**config.mk**
```make
export PLATFORM = sky130hd
export DESIGN_NAME = riscv_hwloop_regs
export DESIGN_NICKNAME = d
export VERILOG_FILES = /design/src/rtl/riscv_hwloop_regs.sv
export SDC_FILE = /design/constraint.sdc
export NUM_CORES = 1
export LEC_CHECK = 0
export BUFFER_PORTS_ARGS = -buffer_cell sky130_fd_sc_hd__buf_2
export CORE_MARGIN = 2
export CORE_UTILIZATION = 56
export DETAILED_ROUTE_END_ITERATION = 12
export MAX_ROUTING_LAYER = met4
export PLACE_DENSITY = 0.82
export SYNTH_ARGS = -nofsm -noshare
export SYNTH_HDL_FRONTEND = slang
export SYNTH_SLANG_ARGS = --single-unit
export TNS_END_PERCENT = 50
```
**constraint.sdc**
```tcl
create_clock -name clk -period 3.5 [get_ports clk]
set_clock_uncertainty 0.1 [all_clocks]
set_input_delay 0.525 -clock clk [delete_from_list [all_inputs] [get_ports clk]]
set_output_delay 0.525 -clock clk [all_outputs]
set_load 0.02 [all_outputs]
```
**src/rtl/riscv_hwloop_regs.sv**
```systemverilog
// Hardware-loop register file: per-loop start/end/counter storage, PC-based loop
// selection with index-0 priority, counter decrement and a CSR read port.
module riscv_hwloop_regs #(
    parameter int N_LOOPS    = 2,
    parameter int LOOP_IDX_W = 1
) (
    input  logic                    clk,
    input  logic                    rst_n,
    input  logic [31:0]             current_pc_i,
    input  logic [2:0]              hwlp_we_i,
    input  logic [LOOP_IDX_W-1:0]   hwlp_regid_i,
    input  logic [31:0]             hwlp_start_data_i,
    input  logic [31:0]             hwlp_end_data_i,
    input  logic [31:0]             hwlp_cnt_data_i,
    input  logic                    hwlp_clear_i,
    input  logic                    hwlp_dec_cnt_i,
    output logic [31:0]             hwlp_start_addr_o,
    output logic [31:0]             hwlp_end_addr_o,
    output logic [31:0]             hwlp_counter_o,
    output logic                    hwlp_sel_valid_o,
    input  logic [LOOP_IDX_W+1:0]   hwlp_raddr_i,
    output logic [31:0]             hwlp_rdata_o,
    output logic [N_LOOPS-1:0]      hwlp_valid_o
);

    logic [31:0]            start_q [N_LOOPS];
    logic [31:0]            end_q   [N_LOOPS];
    logic [31:0]            cnt_q   [N_LOOPS];
    logic [N_LOOPS-1:0]     valid_q;

    logic [LOOP_IDX_W-1:0]  sel;
    logic                   sel_valid;
    logic [LOOP_IDX_W-1:0]  rd_idx;
    logic [1:0]             rd_field;

    // Lowest matching index wins; with no match the loop-0 addresses are shown
    // but the counter is forced to zero so the controller never jumps.
    always_comb begin
        sel               = '0;
        sel_valid         = 1'b0;
        hwlp_start_addr_o = start_q[0];
        hwlp_end_addr_o   = end_q[0];
        hwlp_counter_o    = '0;
        for (int unsigned i = 0; i < N_LOOPS; i++) begin
            if (!sel_valid && valid_q[i] && (end_q[i] == current_pc_i)) begin
                sel               = LOOP_IDX_W'(i);
                sel_valid         = 1'b1;
                hwlp_start_addr_o = start_q[i];
                hwlp_end_addr_o   = end_q[i];
                hwlp_counter_o    = cnt_q[i];
            end
        end
    end

    assign hwlp_sel_valid_o = sel_valid;
    assign hwlp_valid_o     = valid_q;

    // Clear blocks counter writes and decrements so valid cannot be re-set in
    // the flush cycle; start/end writes never touch valid and still apply.
    always_ff @(posedge clk or negedge rst_n) begin
        if (!rst_n) begin
            valid_q <= '0;
            for (int unsigned i = 0; i < N_LOOPS; i++) begin
                start_q[i] <= '0;
                end_q[i]   <= '0;
                cnt_q[i]   <= '0;
            end
        end else begin
            for (int unsigned i = 0; i < N_LOOPS; i++) begin
                if (hwlp_regid_i == LOOP_IDX_W'(i)) begin
                    if (hwlp_we_i[0]) start_q[i] <= hwlp_start_data_i;
                    if (hwlp_we_i[1]) end_q[i]   <= hwlp_end_data_i;
                end
                if (hwlp_clear_i) begin
                    valid_q[i] <= 1'b0;
                end else if (hwlp_we_i[2] && (hwlp_regid_i == LOOP_IDX_W'(i))) begin
                    cnt_q[i]   <= hwlp_cnt_data_i;
                    valid_q[i] <= (hwlp_cnt_data_i != '0);
                end else if (hwlp_dec_cnt_i && sel_valid && (sel == LOOP_IDX_W'(i))) begin
                    cnt_q[i]   <= cnt_q[i] - 32'd1;
                    valid_q[i] <= (cnt_q[i] != 32'd1);
                end
            end
        end
    end

    assign rd_idx   = hwlp_raddr_i[LOOP_IDX_W+1:2];
    assign rd_field = hwlp_raddr_i[1:0];

    always_comb begin
        hwlp_rdata_o = '0;
        if (rd_field == 2'd3) begin
            hwlp_rdata_o = 32'(valid_q);
        end else begin
            for (int unsigned i = 0; i < N_LOOPS; i++) begin
                if (rd_idx == LOOP_IDX_W'(i)) begin
                    case (rd_field)
                        2'd0:    hwlp_rdata_o = start_q[i];
                        2'd1:    hwlp_rdata_o = end_q[i];
                        default: hwlp_rdata_o = cnt_q[i];
                    endcase
                end
            end
        end
    end

endmodule

```
; ---- Yosys cells after proc, flatten, opt, wreduce, memory -nomap -nowiden
; Cells that the tools add are included.
[word_totals]
ff_bits = 194
word_cells = 61
out_inout_bits = 131
[op_classes]
addsub = 2
n_eq_ne = 6
n_bitwise = 3
n_mux = 21
n_reduce_logical = 21
[ops]
columns = cell, count
row1 = $mux W32, 10
row2 = $pmux W32 S2, 2
row3 = $eq A32 B32 Y1, 2
row4 = $ne A32 B1 Y1 const B, 2
row5 = $sub A32 B1 Y32 const B, 2
row6 = $reduce_bool A32 Y1, 1
row7 = $reduce_and A2 Y1, 6
row8 = $mux W1, 9
row9 = $logic_and A1 B1 Y1, 8
row10 = $reduce_bool A3 Y1, 2
row11 = $reduce_bool A2 Y1, 2
row12 = $not A1 Y1, 3
row13 = $eq A2 B1 Y1 const B, 1
row14 = $eq A2 B2 Y1 const B, 1
row15 = $logic_not A2 Y1, 1
row16 = $logic_not A1 Y1, 1

; ---- Logic depth before layout (Yosys ltp)
[logic_depth]
ltp_word = 12
ltp_mapped = 10

; ---- Worst setup path after synthesis
; OpenSTA, ideal clock, no wires.
[synth_timing]
path_type = input port to output port
start = input port current_pc_i[14]
end = output port hwlp_end_addr_o[25]
setup_slack_ps = 374
stages = 9
n_path_buf = 3
arrival_time_ps = 2501
required_ps = 2875
cell_sequence = xnor2_1 > nand4_1 > nor4_1 > nand3_1 > and2_1 > buf_2 > buf_2 > clkbuf_1 > o21ai_0
[synth_between]
elab_chain_len = 7
[synth_rtl]
columns = item, line
row1 = start: declaration, 9  ; input logic [31:0] current_pc_i,
row2 = $eq A32 B32 Y1, 45  ; if (!sel_valid && valid_q[i] && (end_q[i] == current_pc_i)) begin
row3 = $logic_and A1 B1 Y1, 45
row4 = $mux W1, 45
row5 = $logic_not A1 Y1, 45
row6 = $logic_and A1 B1 Y1, 45
row7 = $logic_and A1 B1 Y1 *, 45
row8 = $mux W32 *, 45
row9 = end: declaration, 18  ; output logic [31:0] hwlp_end_addr_o,
; Every way passes the cells marked *; elsewhere a longest branch is shown, timed or not.

; ---- Worst setup path after layout
[layout_timing]
start = register end_q[50] (netlist bit)
end = output port hwlp_end_addr_o[19]
[layout_between]
elab_chain_len = 7
[layout_rtl]
columns = item, line
row1 = start: declaration, 27  ; logic [31:0] end_q [N_LOOPS];
row2 = start signal: indexed assignment, 72  ; if (hwlp_we_i[1]) end_q[i] <= hwlp_end_data_i;
row3 = $eq A32 B32 Y1, 45
row4 = $logic_and A1 B1 Y1, 45
row5 = $mux W1, 45
row6 = $logic_not A1 Y1, 45
row7 = $logic_and A1 B1 Y1 (2 in series), 45
row8 = $mux W32, 45
; No other way between the ends.

==> impl_metrics.tcl <==
set metrics [dict create \
    layout_common_cells "buf_2, nand2_1, dfrtp_1" \
    seqPwrFrac_pct 43.4 \
    synth_top_area_share_pct 38.9 \
    wire_per_inst_um 23.2 \
    drv_cap 0 \
    dr_wl_met3_um 4760 \
    wirelength_um 48000 \
    cts.path.max_buffers 2 \
    clkLatencyLatePin_ps 450 \
    num_vias 13100 \
    synth.area.top_cells "dfrtp_1, mux2_2, nand2_1" \
    run_status "finished, final reports clean" \
    crit_family "simple AND/OR/NAND/NOR gates" \
    fin_tns_setup_ps 0 \
    grt_pass1_vias 12400 \
    syn_to_final_growth_pct 20.2 \
    die_h_um 153 \
    cts.clk_slew.worst_paths_ps 80 \
    synth_warnings 0 \
    path_buf_inv 3 \
    die_w_um 153 \
    synth.net_count 1676 \
    nNetsFinal 1916 \
    worst_slew_pin_slew_ps 1020 \
    top_layer_used "met4" \
    switching_share_pct 38.2 \
    slew_headroom_pct 31.9 \
    grt_usage_pct 41.4 \
    ys_ff_latch 194 \
    leakagePower_nw 6.83 \
    crit_required_ps 2870 \
    ys.flop_type "dfrtp_1" \
    period_share_pct 97.5 \
    io_buffer_count 269 \
    synth-edff-count 0 \
    ir_worst_vdd_v 0.000335 \
    ys_async_sr_fraction_pct 100 \
    rsz0062_at_grt "no" \
    hpwl_um 35600 \
    dr_wl_met2_um 22200 \
    finalCriticalPeriod_ps 3410 \
    yosysTopAreaCell "dfrtp_1" \
    p_switching_mw 2.64 \
    hold_viol_final 0 \
    finalSetupViolCount 0 \
    grt_antenna_before_repair 5 \
    synth_area_um2 12500 \
    end_kind "primary output" \
    grt_max_degree 87 \
    drt_iter0_drc 1711 \
    via_per_inst 6.34 \
    grt_overflow 0 \
    crit_arrival_ps 2790 \
    power_mw 6.92 \
    cts_tree "built" \
    p_int_mw 4.28 \
    syn_avg_cell_area_um2 8.13 \
    critical-path-slowest-cell "dfrtp_1" \
    postCtsSetupBuffers 0 \
    clkPwrFrac_pct 29.6 \
    comb_power_share_pct 27.0 \
    gp_congestion 1.02 \
    crit_chain "xnor2_1 -> nand4_1 -> nor4_1 -> buf_4 -> nand3_2 -> and2_4 -> buf_8 -> o21ai_0 -> buf_2" \
    initial_utilization_pct 57.1 \
    grt_pass1_wl_um 73000 \
    max_freq_mhz 293 \
    cts_root_buf "clkbuf_16" \
    syn_inst 1533 \
    num_rows 54 \
    hp-class "in2async" \
    drt-met1-wl_um 19400 \
    cts_buffers 17 \
    die_area_um2 23500 \
    htreeDepth 4 \
    cts_resized 0 \
    io_pins 270 \
    p_per_area_nw_per_um2 462 \
    start_kind "register" \
    yosysSeqAreaShare_pct 38.9 \
    drive_gt1_share_pct 26.7 \
    whs_ps 36.1 \
    holdBufCountCts 0 \
    cts_num_sinks 194 \
    nFillCells 1844 \
    core_um2 21800 \
    critical_path_class "reg2out" \
    drtAntennaViolNets 0 \
    slowest_delay_ps 390 \
    drc 0 \
    critPathMaxFanout 26 \
    firstDrtPassIters 6 \
    postLayoutCoreUtil_pct 68.6 \
    ys_types 63 \
    final_common_cell "buf_2" \
    slew_violations 0 \
]
[power groups by stage]
stage	clock network, mW	logic (mW)	registers [mW]
finish	2.05	1.87	3.00
CTS	2.05	1.83	2.98
floorplan	0	1.17	2.86
global route	2.14	2.01	3.04
global placement	0	1.79	3.01
detailed placement	0	1.81	3.02
[per-stage QoR]
stage / cell area (um2) / instances / worst slack, ps
after floorplan: 12500 / 1533 / 374
after global placement: 14300 / 2033 / 284
after detailed placement: 14300 / 2033 / 266
after CTS: 14900 / 2065 / 27.7
after global routing: 15000 / 2071 / 13.6
final: 15000 / 2071 / 87.7
[final timing paths]
path	startpoint	to	slack, ps	cells past startpoint
worst max-delay path	end_q[50]	hwlp_end_addr_o[19]	90	9
worst min-delay path	rst_n	cnt_q[24]	40	1
worst max register to register	end_q[13]	cnt_q[15]	560	11
worst min register to register	start_q[4]	start_q[4]	440	1
max in group asynchronous	rst_n	start_q[0]	2320	2
min in group clk	hwlp_end_data_i[16]	end_q[48]	200	3
[Yosys cell counts, types with 3 or more instances]
cell      number
nor3_1        38
buf_2          7
a31oi_1        6
nand2_1      232
nor2_1       164
a311oi_1      18
clkbuf_1      80
a211oi_1      10
or3_1         11
xnor2_1       29
mux2_2        98
o21ai_0      156
o32ai_1        3
or2_2          5
a221o_1        3
nand2b_1       3
ha_1           4
o22ai_1       12
o211ai_1       3
nand3_1       50
o21a_1         4
inv_1         61
o31a_1         3
nor2b_1        4
nand4_1       19
nor4_1        36
mux2i_1       35
and2_1         4
and3_1        12
a22oi_1        3
a211o_1        4
dfrtp_1      194
xor2_1        35
buf_1         18
o22a_1         5
or4_1          5
a21oi_1      121
[sequential cells by signal, indices dropped and copies added, names as in the netlist]
| name | flops |
|---|---|
| hwlp_valid_o | 2 |
| start_q | 64 |
| end_q | 64 |
| cnt_q | 64 |
[layout make-up]
type                    count  area (um2)  area share (%)
flip-flops and latches    194        4850            32.4
well taps                 280         350            2.34
inverters                  61         229            1.53
clock inverters            14         180            1.20
diodes                      5        12.5          0.0835
clock buffers              18         429            2.87
multi-input cells        1173        7020            46.9
repair buffers            326        1910            12.7
[layer usage]
layer / vias up / GRT usage, %
met5: - / -
met4: 0 / 15.5
met3: 103 / 6.15
met2: 868 / 62.7
met1: 6265 / 56.7
li1: 5899 / -
[worst reg2reg max path, stage by stage (launching register included)]
cell and delay (ps):
dfrtp_1 430, xor2_1 190, nor4_1 290, buf_4 170, nand4_1 150, nor3_4 180
buf_4 190, clkbuf_16 210, nand3_2 130, buf_4 240, o31a_1 290, a311oi_1 270
[cell families after synthesis]
| kind of cell | after synthesis | share of synthesized area [%] |
|---|---|---|
| xor+xnor | 64 | 4.50 |
| compound gates | 371 | 17.3 |
| buf+inv | 166 | 5.07 |
| simple gates | 599 | 21.8 |
| fa+ha+maj | 4 | 0.401 |
| mux | 135 | 12.0 |
| flops | 194 | 38.9 |
Note: power is estimated with default switching activity, not from simulation.
